[config.mk]
export PLATFORM = sky130hd
export DESIGN_NAME = ventilador_pwm_flat
export DESIGN_NICKNAME = d
export VERILOG_FILES = /design/src/rtl/ventilador_pwm_if.sv /design/src/rtl/ventilador_pwm.sv /design/src/flat_wrapper.sv
export SDC_FILE = /design/constraint.sdc
export NUM_CORES = 1
export LEC_CHECK = 0
export ABC_AREA = 1
export CAP_MARGIN = 20
export CORE_ASPECT_RATIO = 0.75
export CORE_UTILIZATION = 61
export CTS_CLUSTER_SIZE = 8
export DETAILED_ROUTE_END_ITERATION = 6
export PLACE_DENSITY_LB_ADDON = 0.2
export SETUP_SLACK_MARGIN = 0.15
export SKIP_CTS_REPAIR_TIMING = 1
export SYNTH_ARGS = -nofsm -noshare
export SYNTH_HDL_FRONTEND = slang
export SYNTH_SLANG_ARGS = --single-unit
[constraint.sdc]
create_clock -name clk -period 5.3 [get_ports clk]
set_clock_uncertainty 0.2 [all_clocks]
set_input_delay 1.06 -clock clk [delete_from_list [all_inputs] [get_ports clk]]
set_output_delay 1.06 -clock clk [all_outputs]
set_load 0.01 [all_outputs]
[src/rtl/ventilador_pwm_if.sv]
// Fan power-stage bus: speed commands in, PWM drive and ramp status out.
interface ventilador_pwm_if #(
    parameter int W = 8
);
    logic         s1;
    logic         s2;
    logic         pwm;
    logic [W-1:0] duty;
    logic [1:0]   estado;
    logic         em_regime;

    // Command source / monitor side.
    modport master (
        output s1, s2,
        input  pwm, duty, estado, em_regime
    );

    // Power stage side.
    modport slave (
        input  s1, s2,
        output pwm, duty, estado, em_regime
    );
endinterface

[src/rtl/ventilador_pwm.sv]
// Fan PWM power stage: synchronises the speed commands, ramps the duty one
// LSB every RAMP_DIV clocks towards the commanded level and drives a
// registered PWM whose period is 2^W-1 clocks.
module ventilador_pwm #(
    parameter int W          = 8,
    parameter int DUTY_BAIXA = 128,
    parameter int DUTY_ALTA  = 255,
    parameter int RAMP_DIV   = 4
) (
    input  logic             clk,
    input  logic             rst_n,
    ventilador_pwm_if.slave  bus
);
    localparam int DW = $clog2(RAMP_DIV);

    // Counter tops out at 2^W-2 so that duty=2^W-1 yields a constant high.
    localparam logic [W-1:0]  CNT_MAX  = {{(W-1){1'b1}}, 1'b0};
    localparam logic [DW-1:0] DIV_LAST = DW'(RAMP_DIV - 1);
    localparam logic [W-1:0]  T_BAIXA  = W'(DUTY_BAIXA);
    localparam logic [W-1:0]  T_ALTA   = W'(DUTY_ALTA);

    typedef enum logic [1:0] {
        PARADO        = 2'd0,
        ACELERANDO    = 2'd1,
        REGIME        = 2'd2,
        DESACELERANDO = 2'd3
    } estado_t;

    logic          s1_q1, s1_q2, s2_q1, s2_q2;
    logic [W-1:0]  cnt_q, cnt_d;
    logic [DW-1:0] div_q, div_d;
    logic [W-1:0]  duty_q, duty_d;
    logic          pwm_q, pwm_d;
    estado_t       estado_q, estado_d;
    logic          em_regime_q, em_regime_d;

    logic [W-1:0]  target;
    logic          ramping;
    logic          step;

    // Two-flop synchronisers for the asynchronous speed commands.
    always_ff @(posedge clk or negedge rst_n) begin
        if (!rst_n) begin
            s1_q1 <= 1'b0;
            s1_q2 <= 1'b0;
            s2_q1 <= 1'b0;
            s2_q2 <= 1'b0;
        end else begin
            s1_q1 <= bus.s1;
            s1_q2 <= s1_q1;
            s2_q1 <= bus.s2;
            s2_q2 <= s2_q1;
        end
    end

    // Target selection, PWM counter, ramp divider and duty stepping.
    always_comb begin
        if (s2_q2)      target = T_ALTA;
        else if (s1_q2) target = T_BAIXA;
        else            target = '0;

        cnt_d = (cnt_q == CNT_MAX) ? '0 : cnt_q + W'(1);
        pwm_d = (cnt_q < duty_q);

        ramping = (estado_q == ACELERANDO) || (estado_q == DESACELERANDO);
        if (!ramping)               div_d = '0;
        else if (div_q == DIV_LAST) div_d = '0;
        else                        div_d = div_q + DW'(1);

        // Direction comes from the registered state; the target bound keeps
        // the duty from overshooting when the command changes mid-ramp.
        step   = ramping && (div_q == DIV_LAST);
        duty_d = duty_q;
        if (step && (estado_q == ACELERANDO) && (duty_q < target))
            duty_d = duty_q + W'(1);
        else if (step && (estado_q == DESACELERANDO) && (duty_q > target))
            duty_d = duty_q - W'(1);
    end

    // Ramp state transitions, judged on the registered duty against the target.
    always_comb begin
        estado_d = estado_q;
        case (estado_q)
            PARADO: begin
                if (target != '0) estado_d = ACELERANDO;
            end
            ACELERANDO: begin
                if (duty_q == target)     estado_d = REGIME;
                else if (target < duty_q) estado_d = DESACELERANDO;
            end
            REGIME: begin
                if (target > duty_q)      estado_d = ACELERANDO;
                else if (target < duty_q) estado_d = DESACELERANDO;
            end
            DESACELERANDO: begin
                if (duty_q == target)     estado_d = (target == '0) ? PARADO : REGIME;
                else if (target > duty_q) estado_d = ACELERANDO;
            end
            default: estado_d = PARADO;
        endcase
        em_regime_d = (estado_d == REGIME);
    end

    // Datapath and state registers; reset drops the duty straight to zero.
    always_ff @(posedge clk or negedge rst_n) begin
        if (!rst_n) begin
            cnt_q       <= '0;
            div_q       <= '0;
            duty_q      <= '0;
            pwm_q       <= 1'b0;
            estado_q    <= PARADO;
            em_regime_q <= 1'b0;
        end else begin
            cnt_q       <= cnt_d;
            div_q       <= div_d;
            duty_q      <= duty_d;
            pwm_q       <= pwm_d;
            estado_q    <= estado_d;
            em_regime_q <= em_regime_d;
        end
    end

    assign bus.pwm       = pwm_q;
    assign bus.duty      = duty_q;
    assign bus.estado    = estado_q;
    assign bus.em_regime = em_regime_q;
endmodule

[src/flat_wrapper.sv]
// flat-port wrapper written by rule: the top's interface ports become plain ports
module ventilador_pwm_flat 
#(
    parameter int W          = 8,
    parameter int DUTY_BAIXA = 128,
    parameter int DUTY_ALTA  = 255,
    parameter int RAMP_DIV   = 4
)
  (clk, rst_n, bus_s1, bus_s2, bus_pwm, bus_duty, bus_estado, bus_em_regime);
  ventilador_pwm_if #(.W(W)) bus_i ();
  input  logic clk;
  input  logic rst_n;
  input wire logic [$bits(bus_i.s1)-1:0] bus_s1;
  input wire logic [$bits(bus_i.s2)-1:0] bus_s2;
  output wire logic [$bits(bus_i.pwm)-1:0] bus_pwm;
  output wire logic [$bits(bus_i.duty)-1:0] bus_duty;
  output wire logic [$bits(bus_i.estado)-1:0] bus_estado;
  output wire logic [$bits(bus_i.em_regime)-1:0] bus_em_regime;
  assign bus_i.s1 = bus_s1;
  assign bus_i.s2 = bus_s2;
  assign bus_pwm = bus_i.pwm;
  assign bus_duty = bus_i.duty;
  assign bus_estado = bus_i.estado;
  assign bus_em_regime = bus_i.em_regime;
  ventilador_pwm #(.W(W), .DUTY_BAIXA(DUTY_BAIXA), .DUTY_ALTA(DUTY_ALTA), .RAMP_DIV(RAMP_DIV)) u_core (.clk(clk), .rst_n(rst_n), .bus(bus_i));
endmodule
==> results.json, run 1 <==
{
  "coreArea_um2": 2640,
  "drive_gt1_share_pct": 9.95,
  "period_share_pct": 60.1,
  "drc": 0,
  "synthSimpleGateAreaFrac_pct": 22.9,
  "n_antenna_cell": 0,
  "power.density_nw_per_um2": 592,
  "synth.area.mux_share_pct": 0,
  "dieArea_um2": 3050,
  "clock-root-buffer": "clkbuf_8",
  "multi_input_area_um2": 946,
  "port_buffers": 15,
  "drt-vias-per-instance": 5.46,
  "grt_max_degree": 22,
  "layout_commonest_cell": "nand2_1",
  "gr-usage-all-layers_pct": 25.5,
  "clk_latency_ps": 270,
  "seq_area_um2": 651,
  "synth_compound_area_share_pct": 10.3,
  "firstDrtPassIters": 4,
  "worst_pin_slew_ps": 494,
  "syn_area_um2": 1730,
  "rsz0062_at_grt": "false",
  "timing.slew.headroom_pct": 67.0,
  "yosys.area.top_type": "dfrtp_1",
  "die_y_um": 48.1,
  "status": "finished, final reports clean",
  "nNetsFinal": 252,
  "clk_pin_slew_ps": 80,
  "clkSinkCount": 26,
  "synth_top_family_by_area": "simple AND/OR/NAND/NOR gates",
  "finalHoldViolCount": 0,
  "seq_area_frac_synth_pct": 37.7,
  "antenna_found_initial": 0,
  "yosysWarnings": 0,
  "io_pins": 16,
  "clock.fmax_ghz": 0.314,
  "start_util_pct": 65.4,
  "top_layer": "met4",
  "num_rows": 16,
  "fin_tns_setup_ps": 0,
  "cap_violations": 0,
  "synthXorXnorAreaFrac_pct": 3.04,
  "fp.dieW_um": 63.5,
  "gr-total-overflow": 0,
  "final_cell_mix": "nand2_1, inv_1, dfrtp_1, ha_1, nor2_1",
  "area_delta_synth_final_pct": 14.4,
  "wl_per_cell_um": 13.5,
  "wl_met3_um": 137,
  "hold_path.class": "register to register",
  "synth_top_area_share_pct": 37.7,
  "final_util_pct": 74.8,
  "ant_nets": 0,
  "synth_fa_ha_area_share_pct": 18.5,
  "vias": 1402,
  "h-tree-depth": 1,
  "drt_wl_total_mm": 3.47,
  "tritoncts": "built",
  "synth_cell_types": 29,
  "synth_ff_type": "dfrtp_1",
  "ys_ff_latch": 26,
  "grt_pass1_vias": 1302,
  "cts_buffer_depth": 2,
  "synth_cells": 203,
  "routabilityCongestion": 0.968,
  "syn_area_per_cell_um2": 8.51,
  "worst_ir_drop_vdd_mv": 0.390,
  "whs_ps": 154,
  "crit_path_start_kind": "register",
  "ys_async_sr_fraction_pct": 100,
  "period_needed_ps": 3180,
  "required_ps": 5270,
  "synthTopCellsByArea": "dfrtp_1, ha_1, nand2_1",
  "worst_r2r_path_depth": 18,
  "path_class": "register to register",
  "dr_wl_met2_mm": 1.69,
  "n_fill_cell": 191,
  "holdPathStages": 0,
  "synth-edff-count": 0,
  "synth_nets": 232,
  "wl_met1_mm": 1.58,
  "crit_fanout": 9,
  "p_leak_nw": 1.01,
  "crit_arrival_ps": 3160,
  "setup_violations": 0,
  "initialDrtViolationCount": 98,
  "crit_path_end_kind": "register",
  "hpwl_mm": 2.78,
  "maxSlewViolCount": 0,
  "numCtsBuffers": 3,
  "grt_pass1_wl_mm": 5.81
}
==> worst max-delay path: stages (launching register included) <==
cell	delay (ps)
dfrtp_1	480
nor2_1	210
inv_1	70
ha_1	300
nand2_1	90
a21oi_1	160
nor2_1	70
nand2_2	110
nand3_2	220
ha_1	460
nand3_1	120
nand2_1	140
nand2_1	90
nand2_1	90
inv_1	40
nand3_1	90
nand2_1	60
nand2_1	50
nand2_1	40
==> stage by stage <==
stage	area (µm²)	worst slack [ps]	instances	power, mW
global placement	1910	2360	253	1.01
CTS	1980	2150	257	1.17
finish	1980	2120	257	1.17
global route	1980	1800	257	1.29
floorplan	1730	2510	203	0.852
detailed placement	1940	2170	254	1.05
==> sequential cells by signal (all words and copies together) (netlist names) <==
register	cells
u_core.bus.duty	8
u_core.cnt_q	8
u_core.bus.estado	2
u_core.div_q	2
u_core.bus.em_regime	1
u_core.bus.pwm	1
u_core.s1_q1	1
u_core.s1_q2	1
u_core.s2_q1	1
u_core.s2_q2	1
==> layout make-up <==
| cell class | instances | area share, % |
|---|---|---|
| well taps | 36 | 2.28 |
| inverters | 31 | 5.89 |
| multi-input cells | 145 | 47.8 |
| flip-flops and latches | 26 | 32.9 |
| repair buffers | 16 | 8.99 |
| clock buffers | 3 | 2.09 |
==> Yosys cell counts, types with 2 or more instances <==
master	n
a21o_1	2
a21oi_1	12
dfrtp_1	26
ha_1	24
inv_1	29
inv_2	2
nand2_1	39
nand2_2	6
nand3_1	8
nand4_1	3
nor2_1	19
nor3_1	4
nor3b_1	2
o21ai_0	3
o21ai_2	6
xnor2_1	3
xor2_1	3
==> kinds of logic after synthesis <==
| family | count (synthesis) |
|---|---|
| AO/OA/AOI/OAI | 28 |
| XOR/XNOR | 6 |
| adder cells (fa/ha/maj) | 25 |
| buffers and inverters | 32 |
| flip-flops | 26 |
| AND/OR/NAND/NOR | 86 |
==> path summary, 6_finish.rpt <==
path | start | to | slack (ps)
min | u_core.s2_q1 | u_core.s2_q2 | 150
min reg2reg | u_core.s2_q1 | u_core.s2_q2 | 150
max in group asynchronous | rst_n | u_core.bus.duty[3] | 3550
min in group asynchronous | rst_n | u_core.bus.duty[5] | 900
max reg2reg | u_core.s2_q2 | u_core.bus.duty[7] | 2120
max | u_core.s2_q2 | u_core.bus.duty[7] | 2120
==> layer usage <==
metal  vias to the layer above  track usage, %
met5                         -               0
met2                        30            46.2
met1                       663            30.9
met3                        11            5.37
li1                        698               -
met4                         0            10.9
==> power breakdown <==
part	internal (mW)	leakage (nW)	total (mW)	switching [mW]
Clock	0.0510	0.0216	0.110	0.0585
Sequential	0.248	0.311	0.294	0.0461
Combinational	0.320	0.675	0.766	0.447
Total	0.619	1.01	1.17	0.551
Power figures use the tool's default switching activity.
==> inputs of run 2 (changes only) <==
- CORE_UTILIZATION: 61 -> 57
- clock period: 5.3 -> 3.3 ns (I/O delays scaled with it)
==> results.json, run 2 (same netlist as run 1, synthesis figures left out) <==
{
  "finalHoldViolCount": 0,
  "fin_area_um2": 2060,
  "period_needed_ps": 2940,
  "clock-root-buffer": "clkbuf_8",
  "num_rows": 16,
  "dp.cells": 255,
  "drc": 0,
  "grt_pass1_wl_mm": 6.13,
  "critPathCapture": "u_core.bus.duty[7]",
  "crit_fanout": 5,
  "numCtsBuffers": 3,
  "nNetsFinal": 256,
  "status": "finished, final reports clean",
  "maxSlewViolCount": 0,
  "coreArea_um2": 2740,
  "crit_path_start_kind": "register",
  "drt-vias-per-instance": 5.37,
  "drive_gt1_share_pct": 14.7,
  "rsz0062_at_grt": "false",
  "whs_ps": 151,
  "cts_buffer_depth": 2,
  "p_leak_nw": 1.02,
  "worst_r2r_path_depth": 18,
  "placedInstanceArea_um2": 1920,
  "port_buffers": 15,
  "final_cells": 261,
  "die_y_um": 49.7,
  "initialDrtViolationCount": 92,
  "hold_path.class": "register to register",
  "setup_ws_ps": 356,
  "fp.dieW_um": 65.6,
  "power.density_nw_per_um2": 974,
  "worst_ir_drop_vdd_mv": 0.770,
  "startpoint": "u_core.s2_q2",
  "setup_violations": 0,
  "final_util_pct": 75.2,
  "wl_per_cell_um": 13.6,
  "tritoncts": "built",
  "required_ps": 3270,
  "antenna_found_initial": 0,
  "hpwl_mm": 2.67,
  "holdPathStages": 0,
  "clk_pin_slew_ps": 80,
  "clk_latency_ps": 270,
  "ant_nets": 0,
  "dieArea_um2": 3260,
  "area_delta_synth_final_pct": 19.4,
  "power.total_mw": 2.01,
  "period_share_pct": 89.2,
  "n_antenna_cell": 0,
  "fin_tns_setup_ps": 0,
  "layout_commonest_cell": "nand2_1",
  "io_pins": 16,
  "worstReg2RegEnd": "u_core.bus.duty[7]",
  "grt_max_degree": 27,
  "timing.slew.headroom_pct": 64.6,
  "pre_cts_ws_ps": 167,
  "start_util_pct": 63.0,
  "clock.fmax_ghz": 0.340,
  "routabilityCongestion": 0.864,
  "cap_violations": 0,
  "gr-total-overflow": 0,
  "final_cell_mix": "nand2_1, inv_1, dfrtp_1, ha_1, nor2_1",
  "drt_wl_total_mm": 3.54,
  "firstDrtPassIters": 4,
  "worst_pin_slew_ps": 530,
  "path_class": "register to register",
  "regToRegStartpoint": "u_core.s2_q2",
  "clkSinkCount": 26,
  "reg2reg_slack_ps": 360,
  "vias": 1401,
  "h-tree-depth": 1,
  "grt_pass1_vias": 1375,
  "crit_arrival_ps": 2910,
  "gr-usage-all-layers_pct": 25.0,
  "crit_path_end_kind": "register"
}
==> run 2: area by class of cell <==
class                           count  area, µm²
Inverter                           31        116
Fill cell                         183        679
Timing Repair Buffer               19        180
Tap cell                           36       45.0
Clock buffer                        3       41.3
Multi-Input combinational cell    146       1030
Sequential cell                    26        652
==> run 2: worst min path at each step <==
stage	from	endpoint	slack [ps]
after floorplan	u_core.s1_q1	u_core.s1_q2	130
after global placement	u_core.s2_q1	u_core.s2_q2	130
after detailed placement	u_core.s2_q1	u_core.s2_q2	130
after CTS	u_core.s2_q1	u_core.s2_q2	150
after global routing	u_core.s1_q1	u_core.s1_q2	170
final	u_core.s2_q1	u_core.s2_q2	150
==> run 2: critical path, stage by stage (launching register included) <==
cell and delay (ps):
dfrtp_2 450, nor2_2 140, inv_1 60, ha_1 290, nand2_1 80, nor2_2 150, nand2_1 90, nand2_2 140
nand3_4 200, ha_4 360, nand3_1 80, nand2_1 130, nand2_1 80, nand2_1 90, inv_1 40, nand3_1 90
nand2_1 60, nand2_1 50, nand2_1 40
==> run 2: power by group <==
part | switching (mW) | internal [mW] | total (mW)
Clock | 0.0918 | 0.0818 | 0.174
Combinational | 0.761 | 0.602 | 1.36
Sequential | 0.0741 | 0.399 | 0.473
==> run 2: layer usage <==
layer / wire [µm] / vias up / track usage [%]
met1: 1700 / 663 / 34.3
li1: - / 711 / -
met3: 132 / 4 / 5.79
met5: 0 / - / 0
met2: 1680 / 23 / 39.5
met4: 31 / 0 / 6.88
==> inputs of run 3 (changes only) <==
- CAP_MARGIN: 20 -> 25
==> results of run 3 <==
No change in the layout: final DEF, timing and power equal those of run 2.
